===== src/rtl/axi_bfm_pkg.sv =====
// axi_bfm_pkg: shared FSM state encoding, AXI burst/response codes and size helper.
package axi_bfm_pkg;
    typedef enum logic [2:0] {IDLE, AW, W, B, AR, R} state_t;
    localparam logic [1:0] INCR = 2'b01;
    localparam logic [1:0] OKAY = 2'b00;
    localparam logic [1:0] SLVERR = 2'b10;
    function automatic logic [2:0] axi_size(input int data_w);
        return 3'($clog2(data_w / 8));
    endfunction
endpackage


===== src/rtl/burst_beat_counter.sv =====
// burst_beat_counter: per-burst beat counter with last-beat compare against the registered length.
module burst_beat_counter #(
    parameter int LEN_W = 8
) (
    input  logic             clk,
    input  logic             rst_n,
    input  logic             clr,
    input  logic             inc,
    input  logic [LEN_W-1:0] len,
    output logic [LEN_W-1:0] cnt,
    output logic             last
);
    assign last = cnt == len;
    always_ff @(posedge clk or negedge rst_n)
        if (!rst_n) cnt <= '0;
        else if (clr) cnt <= '0;
        else if (inc) cnt <= cnt + 1'b1;
endmodule


===== src/rtl/axi_burst_master.sv =====
// axi_burst_master: single-outstanding AXI INCR burst master bridging a command/stream port to AXI.
module axi_burst_master
    import axi_bfm_pkg::*;
#(
    parameter int ADDR_W = 32,
    parameter int DATA_W = 64,
    parameter int LEN_W  = 8
) (
    input  logic                clk,
    input  logic                rst_n,
    input  logic                cmd_valid,
    output logic                cmd_ready,
    input  logic                cmd_write,
    input  logic [ADDR_W-1:0]   cmd_addr,
    input  logic [LEN_W-1:0]    cmd_len,
    input  logic                wr_valid,
    output logic                wr_ready,
    input  logic [DATA_W-1:0]   wr_data,
    input  logic [DATA_W/8-1:0] wr_strb,
    output logic                rd_valid,
    output logic [DATA_W-1:0]   rd_data,
    output logic                rd_last,
    output logic                done,
    output logic [1:0]          done_resp,
    output logic                axi_awvalid,
    input  logic                axi_awready,
    output logic [ADDR_W-1:0]   axi_awaddr,
    output logic [LEN_W-1:0]    axi_awlen,
    output logic [2:0]          axi_awsize,
    output logic [1:0]          axi_awburst,
    output logic                axi_wvalid,
    input  logic                axi_wready,
    output logic [DATA_W-1:0]   axi_wdata,
    output logic [DATA_W/8-1:0] axi_wstrb,
    output logic                axi_wlast,
    input  logic                axi_bvalid,
    output logic                axi_bready,
    input  logic [1:0]          axi_bresp,
    output logic                axi_arvalid,
    input  logic                axi_arready,
    output logic [ADDR_W-1:0]   axi_araddr,
    output logic [LEN_W-1:0]    axi_arlen,
    output logic [2:0]          axi_arsize,
    output logic [1:0]          axi_arburst,
    input  logic                axi_rvalid,
    output logic                axi_rready,
    input  logic [DATA_W-1:0]   axi_rdata,
    input  logic                axi_rlast,
    input  logic [1:0]          axi_rresp
);
    localparam logic [2:0] SIZE = axi_size(DATA_W);
    state_t            state;
    logic [ADDR_W-1:0] addr_q;
    logic [LEN_W-1:0]  len_q;
    logic [LEN_W-1:0]  cnt;
    logic [1:0]        err;
    logic [1:0]        resp_max;
    logic              mis;
    logic              accept;
    logic              w_hs;
    logic              r_hs;
    logic              last;
    // done shares its cycle with IDLE, so hold off acceptance until it drops
    assign cmd_ready   = state == IDLE && !done;
    assign accept      = cmd_valid && cmd_ready;
    assign axi_awaddr  = addr_q;
    assign axi_awlen   = len_q;
    assign axi_awsize  = SIZE;
    assign axi_awburst = INCR;
    assign axi_araddr  = addr_q;
    assign axi_arlen   = len_q;
    assign axi_arsize  = SIZE;
    assign axi_arburst = INCR;
    assign axi_wvalid  = state == W && wr_valid;
    assign wr_ready    = state == W && axi_wready;
    assign axi_wdata   = wr_data;
    assign axi_wstrb   = wr_strb;
    assign axi_wlast   = state == W && last;
    assign axi_bready  = state == B;
    assign axi_rready  = state == R;
    assign rd_valid    = state == R && axi_rvalid;
    assign rd_data     = axi_rdata;
    assign rd_last     = state == R && axi_rlast;
    assign w_hs        = axi_wvalid && axi_wready;
    assign r_hs        = state == R && axi_rvalid;
    assign resp_max    = axi_rresp > err ? axi_rresp : err;
    burst_beat_counter #(.LEN_W(LEN_W)) u_cnt (
        .clk  (clk),
        .rst_n(rst_n),
        .clr  (accept),
        .inc  (w_hs || r_hs),
        .len  (len_q),
        .cnt  (cnt),
        .last (last)
    );
    always_ff @(posedge clk or negedge rst_n) begin
        if (!rst_n) begin
            state       <= IDLE;
            addr_q      <= '0;
            len_q       <= '0;
            err         <= OKAY;
            mis         <= 1'b0;
            axi_awvalid <= 1'b0;
            axi_arvalid <= 1'b0;
            done        <= 1'b0;
            done_resp   <= OKAY;
        end else begin
            done      <= 1'b0;
            done_resp <= OKAY;
            case (state)
                IDLE: if (accept) begin
                    addr_q      <= cmd_addr;
                    len_q       <= cmd_len;
                    err         <= OKAY;
                    mis         <= 1'b0;
                    axi_awvalid <= cmd_write;
                    axi_arvalid <= !cmd_write;
                    state       <= cmd_write ? AW : AR;
                end
                AW: if (axi_awready) begin
                    axi_awvalid <= 1'b0;
                    state       <= W;
                end
                W: if (w_hs && last) state <= B;
                B: if (axi_bvalid) begin
                    done      <= 1'b1;
                    done_resp <= axi_bresp;
                    state     <= IDLE;
                end
                AR: if (axi_arready) begin
                    axi_arvalid <= 1'b0;
                    state       <= R;
                end
                R: if (r_hs) begin
                    err <= resp_max;
                    if (axi_rlast) begin
                        done      <= 1'b1;
                        done_resp <= (!last || mis) ? SLVERR : resp_max;
                        state     <= IDLE;
                    end else if (last) mis <= 1'b1;
                end
                default: state <= IDLE;
            endcase
        end
    end
    logic unused_cnt;
    assign unused_cnt = ^cnt;
endmodule


===== config.mk =====
export PLATFORM = sky130hd
export DESIGN_NAME = axi_burst_master
export DESIGN_NICKNAME = d
export VERILOG_FILES = /design/src/rtl/axi_bfm_pkg.sv /design/src/rtl/burst_beat_counter.sv /design/src/rtl/axi_burst_master.sv
export SDC_FILE = /design/constraint.sdc
export NUM_CORES = 1
export LEC_CHECK = 0
export ABC_AREA = 1
export BUFFER_PORTS_ARGS = -buffer_cell sky130_fd_sc_hd__buf_2
export CAP_MARGIN = 5
export CORE_AREA = 5 5 164 166
export CTS_CLUSTER_DIAMETER = 80
export DETAILED_ROUTE_END_ITERATION = 10
export DIE_AREA = 0 0 169 171
export PLACE_DENSITY = 0.58
export SYNTH_ARGS = -nofsm -noshare
export SYNTH_HDL_FRONTEND = slang
export SYNTH_SLANG_ARGS = --single-unit

===== constraint.sdc =====
create_clock -name clk -period 1.5 [get_ports clk]
set_clock_uncertainty 0.2 [all_clocks]
set_input_delay 0.15 -clock clk [delete_from_list [all_inputs] [get_ports clk]]
set_output_delay 0.15 -clock clk [all_outputs]
set_load 0.01 [all_outputs]

# Word level (Yosys, flattened, before mapping)
# Cells that the tools add are included.
# word_totals
register_bits,59
output_inout_bits,239
word_cells,87
inputBits,191
# op_classes
n_eq_ne,15
n_addsub,1
reduce_logical,25
n_mux,35
n_lt_le_gt_ge,1
# ops
op,count
two-way mux 3 bit,8
one-hot mux 3 bit (6 select lines),1
two-way mux 8 bit,2
two-way mux 2 bit,7
two-way mux 1 bit,11
inequality test 2 bit (second input constant),5
logical AND 1 bit,9
AND reduction 3 bit,3
adder 8 x 1 -> 8 bit (second input constant),1
== test 8 bit,1
inequality test 2 x 1 -> 1 bit (second input constant),4
one-hot mux 1 bit (2 select lines),4
one-hot mux 2 bit (2 select lines),2
nonzero test 2 bit,4
AND reduction 7 bit,1
== test 3 x 2 -> 1 bit (second input constant),2
== test 3 bit (second input constant),2
AND reduction 5 bit,1
== test 3 x 1 -> 1 bit (second input constant),1
zero test 1 bit,3
zero test 3 bit,1
greater-than comparator 2 bit,1
logical OR 1 bit,2
AND reduction 2 bit,1

# Depth between registers and ports, before layout
# depth
depth_word,7
depth_mapped,11
mapped_depth_nobuf,11

# Cells and area by module
# A second synthesis with hierarchy kept.
# unflattened
cells_unflattened,546
hier_area_um2,4266.6
# by_module_without_submodules
mod,seq_area_each_um2,cells_per_inst,instances,area_each_um2
axi_burst_master,1276.2,473,1,3712.3
burst_beat_counter,200.2,73,1,554.3

# Worst setup path before layout
# OpenSTA, ideal clock, no wires.
# synth_path
kind,register -> register
from,reg state[2]
to,reg state[1]
n_path_buf,0
synth_period_minus_slack_ns,1.585
setup_time_ns,0.117
t_required_ns,1.183
stages_incl_launch_ff,11
path_slack_ns,-0.085
arrival_ns,1.269
cell_sequence,dfrtp_1 inv_2 nand3_2 nor2_4 nand2_2 inv_1 nand3_1 nand2_1 nand2_1 nand2_1 nand2_1
# synth_via
elab_chain_cells,6
elab_cells_between_ends,21
cone_classes,eq/ne: 12; mux: 1; reduce/logical: 8
# synth_lines
element,line_no,text
"start, declared",axi_burst_master.sv:52,state_t state;
"start signal, assigned",axi_burst_master.sv:118,state <= cmd_write ? AW : AR;
== test 3 x 2 -> 1 bit,"axi_burst_master.sv:74, axi_burst_master.sv:110",
logical AND 1 bit,axi_burst_master.sv:74,assign axi_wvalid = state == W && wr_valid;
logical AND 1 bit,axi_burst_master.sv:84,assign w_hs = axi_wvalid && axi_wready;
logical AND 1 bit,axi_burst_master.sv:124,W: if (w_hs && last) state <= B;
inequality test 2 x 1 -> 1 bit (no line),-,
AND reduction 7 bit (no line),-,
# Parallel ways exist; a longest one is shown, timed or not.
# A chain may end at the register's enable or synchronous reset.

# Final worst setup path
# layout_path
from,"reg len_q[7], in the netlist axi_arlen[7]"
to,reg done_resp[1]
# layout_via
elab_chain_cells,7
# layout_lines
element,line_no,text
"start, declared",axi_burst_master.sv:54,logic [LEN_W-1:0] len_q;
"start signal, assigned",axi_burst_master.sv:113,len_q <= cmd_len;
== test 8 bit,burst_beat_counter.sv:13,assign last = cnt == len;
zero test 1 bit,axi_burst_master.sv:138,done_resp <= (!last || mis) ? SLVERR : resp_max;
logical OR 1 bit,axi_burst_master.sv:138,
two-way mux 2 bit,axi_burst_master.sv:138,
two-way mux 2 bit,axi_burst_master.sv:136,if (axi_rlast) begin
two-way mux 2 bit,axi_burst_master.sv:134,R: if (r_hs) begin
one-hot mux 2 bit (2 select lines),axi_burst_master.sv:110,case (state)
"end signal, assigned",axi_burst_master.sv:127,done_resp <= axi_bresp;
"end signal, assigned",axi_burst_master.sv:138,
"end, declared",axi_burst_master.sv:24,"output logic [1:0] done_resp,"
# No other way between the ends.

==> results by stage <==
Status:
- The flow ran to the end, but the final reports show violations.
- The checks that failed: negative setup slack.

Power and ir drop:
- The proportion of power drawn by the clock network is 17.1%.
- The sequential cell fraction of total power is 22.9%.
- The share of total power in combinational logic is 60.0%.
- The internal power component is 7.33 mW.
- The design draws 12.5 mW.
- The power density over the cells is 1900 nW/um2.
- In this run the static leakage power is 3.35 nW.
- Net switching is 41.3% of the power.
- For this design the total switching power over the nets is 5.16 mW.
- VDD sags by at most 0.000650 V.

Drt:
- Using the TritonRoute via totals, the vias-per-cell ratio works out to 3.65.
- The average routed wire per standard cell is 16.0 um.
- In the routed design, unresolved DRC markers number 0.
- The number of DRC violations after detailed-routing iteration 0 is 123.
- The remaining antenna violation count is 0.
- Wires add up to 16.1 mm.
- For this run, the detailed router's first-pass iteration total came to 4.
- The number of vias in the routed layout is 3689.

Setup path:
- The worst setup path is captured at a flop.
- The most critical setup path has its startpoint at axi_arlen[7].
- The category of the worst setup path launch point is a flop.
- In this run the critical register-to-register path is captured at done_resp[1].
- At the worst endpoint, the arrival time is 1.87 ns.
- The worst flop-to-flop path startpoint is axi_arlen[7].
- The worst reg-to-reg path cell count is 13.
- The critical path data required time is 1.52 ns.
- The register-to-register path setup slack is -0.35 ns.
- The highest net fanout along the worst path is 3.
- The termination of the worst setup path is done_resp[1].
- The critical setup path kind is flop to flop.

GRT:
- After global routing the overflow that remains totals 0.
- Global routing consumed, on the met3 layer, 4.94% of the routing resources.
- The met1 usage in global routing is 11.5%.
- The number of antenna violations at the first check in global routing is 0.
- The first-pass GRT wire length is 22.9 mm.
- The overall fraction of global-route tracks in use is 10.7%.
- Global routing consumed, on the met2 layer, 17.9% of the routing resources.
- The pin count of the biggest net entering global routing is 60.
- The via count of the first global-routing pass was 3677.
- The busiest layer in global routing is met2.

Finish:
- The count of non-filler cells in the finished layout is 1011.
- Of the cells placed in the final design, the portion with a size suffix greater than 1 is 59.5%.
- The utilization after layout is 25.8%.
- After the last flow step, the layout net total stands at 866.
- The layout-stage area growth over the synthesis result is 53.6%.
- The number of antenna cells inserted is 0.
- The top cell types in the final layout, fill and taps aside, are 140 x buf_2, 87 x nand2_1, 56 x dfrtp_1.
- Leaving out fill and tap cells, the most frequent cell in the layout is buf_2.
- The number of filler instances in the final layout is 2705.

Clocking:
- The number of levels the H-tree was split into is 3.
- The clock passes through at most 2 buffers.
- The CTS tree is yes.
- The total clock buffers created by CTS is 9.
- The clock latency at the later pin of the worst-skew pair is 0.33 ns.
- The clock transition at the registers of the reported paths is 0.06 ns.
- The buffer cell driving the clock tree root is clkbuf_16.
- Clock tree synthesis found a total of 59 sinks.

Timing:
- Setup repair after global routing could not meet its margin everywhere.
- The final-report max-slew violation count is 0.
- The share of the clock period used by the worst path after layout is 123%.
- Final hold analysis gives a worst-case slack of 0.0545 ns.
- The final count of hold timing violations is 0.
- The top achievable clock speed is 540 MHz.
- The post-route minimum period is 1.85 ns.
- The final number of setup-violating endpoints is 66.
- In the post-route analysis, the smallest setup slack over all paths is -0.351 ns.

Die:
- The vertical die dimension is 171 um.
- Once the floorplan was initialized, standard cells occupied 16.8% of the core.
- Pin placement for this block handled 430 I/O pins.
- The core box area is 25500 um2.
- The die is 169 um wide.
- The die area is 28900 um2.
- The floorplan row count is 59.

Placement:
- The worst slack at placement is -0.215 ns.
- The last weighted congestion value of the routability-driven placer is 0.773.
- Detailed placement ended at an HPWL of 10.9 mm.
- The number of port buffers is 147.
- Including well taps, the total number of placed cells is 904.

Flow run:
- Across the run, the number of max-cap violations was 0.

Synthesis:
- Synthesis instantiated 31 different standard cells from the library.
- Counting every instance in the synthesized netlist gives 558.
- During synthesis, Yosys emitted a total of 0 warnings.
- Sequential elements use 34.6% of the synthesized area.
- The count of state elements after synthesis is 59.
- The mapped cell area is 4270 um2.
- A synthesized cell averages 7.66 um2.

Worst hold path:
- The count of cells along the worst hold path is 4.
- The min-delay analysis places its worst path in the category primary input to flop.
-- Yosys cell counts --
| cell type | n | area (um2) |
|---|---|---|
| buf_6 | 2 | 22.5 |
| inv_2 | 5 | 18.8 |
| o21ai_0 | 13 | 65.1 |
| nor2_4 | 2 | 22.5 |
| buf_4 | 186 | 1400 |
| or2_1 | 1 | 6.26 |
| o21ai_2 | 1 | 8.76 |
| a21oi_2 | 1 | 8.76 |
| nor3b_1 | 1 | 7.51 |
| o22ai_1 | 1 | 6.26 |
| a21oi_1 | 6 | 30.0 |
| nand3_1 | 15 | 75.1 |
| xor2_1 | 2 | 17.5 |
| nand3_2 | 2 | 20.0 |
| o31ai_1 | 1 | 7.51 |
| nor2_2 | 3 | 18.8 |
| conb_1 | 2 | 7.51 |
| nand2_2 | 4 | 25.0 |
| o21ai_1 | 5 | 25.0 |
| nand2_4 | 1 | 11.3 |
| o2111ai_1 | 1 | 8.76 |
| nor2_1 | 22 | 82.6 |
| nand4_1 | 2 | 12.5 |
| nor3_2 | 1 | 10.0 |
| dfrtp_1 | 59 | 1480 |
| inv_1 | 37 | 139 |
| nand2_1 | 165 | 619 |
| xnor2_1 | 2 | 17.5 |
| buf_2 | 7 | 35.0 |
| ha_1 | 4 | 50.1 |
| nor3_1 | 4 | 20.0 |
-- power by group through the flow --
| stage | combinational, mW | clock (mW) | sequential [mW] |
|---|---|---|---|
| final | 7.50 | 2.14 | 2.86 |
| after global routing | 8.13 | 2.28 | 2.94 |
| after CTS | 7.09 | 2.23 | 2.79 |
| after detailed placement | 4.74 | 0 | 2.75 |
| after global placement | 4.72 | 0 | 2.73 |
| after floorplan | 3.12 | 0 | 3.00 |
-- per-layer routing --
layer | vias up | wire [um]
met4 | 0 | 635
met1 | 1686 | 5800
met5 | - | 0
met3 | 63 | 1800
met2 | 199 | 7910
li1 | 1741 | -
-- cells by family (layout without fill, tap and decap cells) --
| kind of cell | count (synthesis) | after routing | share of synthesized area, % |
|---|---|---|---|
| simple gates | 223 | 223 | 21.8 |
| flops | 59 | 59 | 34.6 |
| other cells | 2 | 10 | 0.176 |
| fa+ha+maj | 4 | 4 | 1.17 |
| xor+xnor | 4 | 4 | 0.820 |
| compound gates | 29 | 29 | 3.75 |
| buf+inv | 237 | 347 | 37.7 |
-- state kept, by name, summed over array words and instances (netlist names) --
signal and count:
axi_araddr 32, axi_arvalid 1, state 3, err 2, axi_arlen 8, mis 1
done 1, u_cnt.cnt 8, axi_awvalid 1, done_resp 2
-- how the worst min path moves through the flow --
stage / start / slack, ns / endpoint
2_1_floorplan: rst_n / -0.35 / axi_araddr[0]
3_3_place_gp: rst_n / -0.009 / axi_araddr[29]
3_5_place_dp: rst_n / 0.0008 / axi_araddr[29]
4_1_cts: axi_rlast / 0.02 / mis
5_1_grt: axi_arready / 0.07 / axi_arvalid
6_report: axi_arready / 0.05 / axi_arvalid
-- critical path: stages, from the launching register on --
cell and delay [ns]:
dfrtp_1 0.39, inv_1 0.11, nand2_2 0.06, nand2_1 0.06, nand2_1 0.05, nor2_1 0.10
buf_4 0.15, nand2_4 0.06, buf_4 0.13, buf_6 0.11, nor2_4 0.13, nand2_1 0.07
nand2_1 0.06, nand2_1 0.06
-- final cells by class --
cell class	count	area, um2	area share (%)
clock inverter	6	65.1	0.992
multi-input combinational	270	1820	27.7
sequential	59	1480	22.6
tap	335	419	6.39
clock buffer	10	239	3.64
timing repair buffer	289	2350	35.9
inverter	42	188	2.86
-- through the flow --
step           area [um2]  TNS, ns
3_5_place_dp         4440    -6.83
4_1_cts              6250   -13.12
6_report             6560   -14.40
5_1_grt              6560   -19.88
3_3_place_gp         4440    -4.75
2_1_floorplan        4320   -0.682
-- timing repair --
item	4_1_cts	5_1_grt
setup endpoints to repair	66	69
endpoints found under the hold margin	105	0
setup buffers	35	12
hold buffers	45	0
resized for setup	159	94
gates cloned	11	0
pin swaps	57	45
Note: power is estimated with default switching activity, not from simulation.
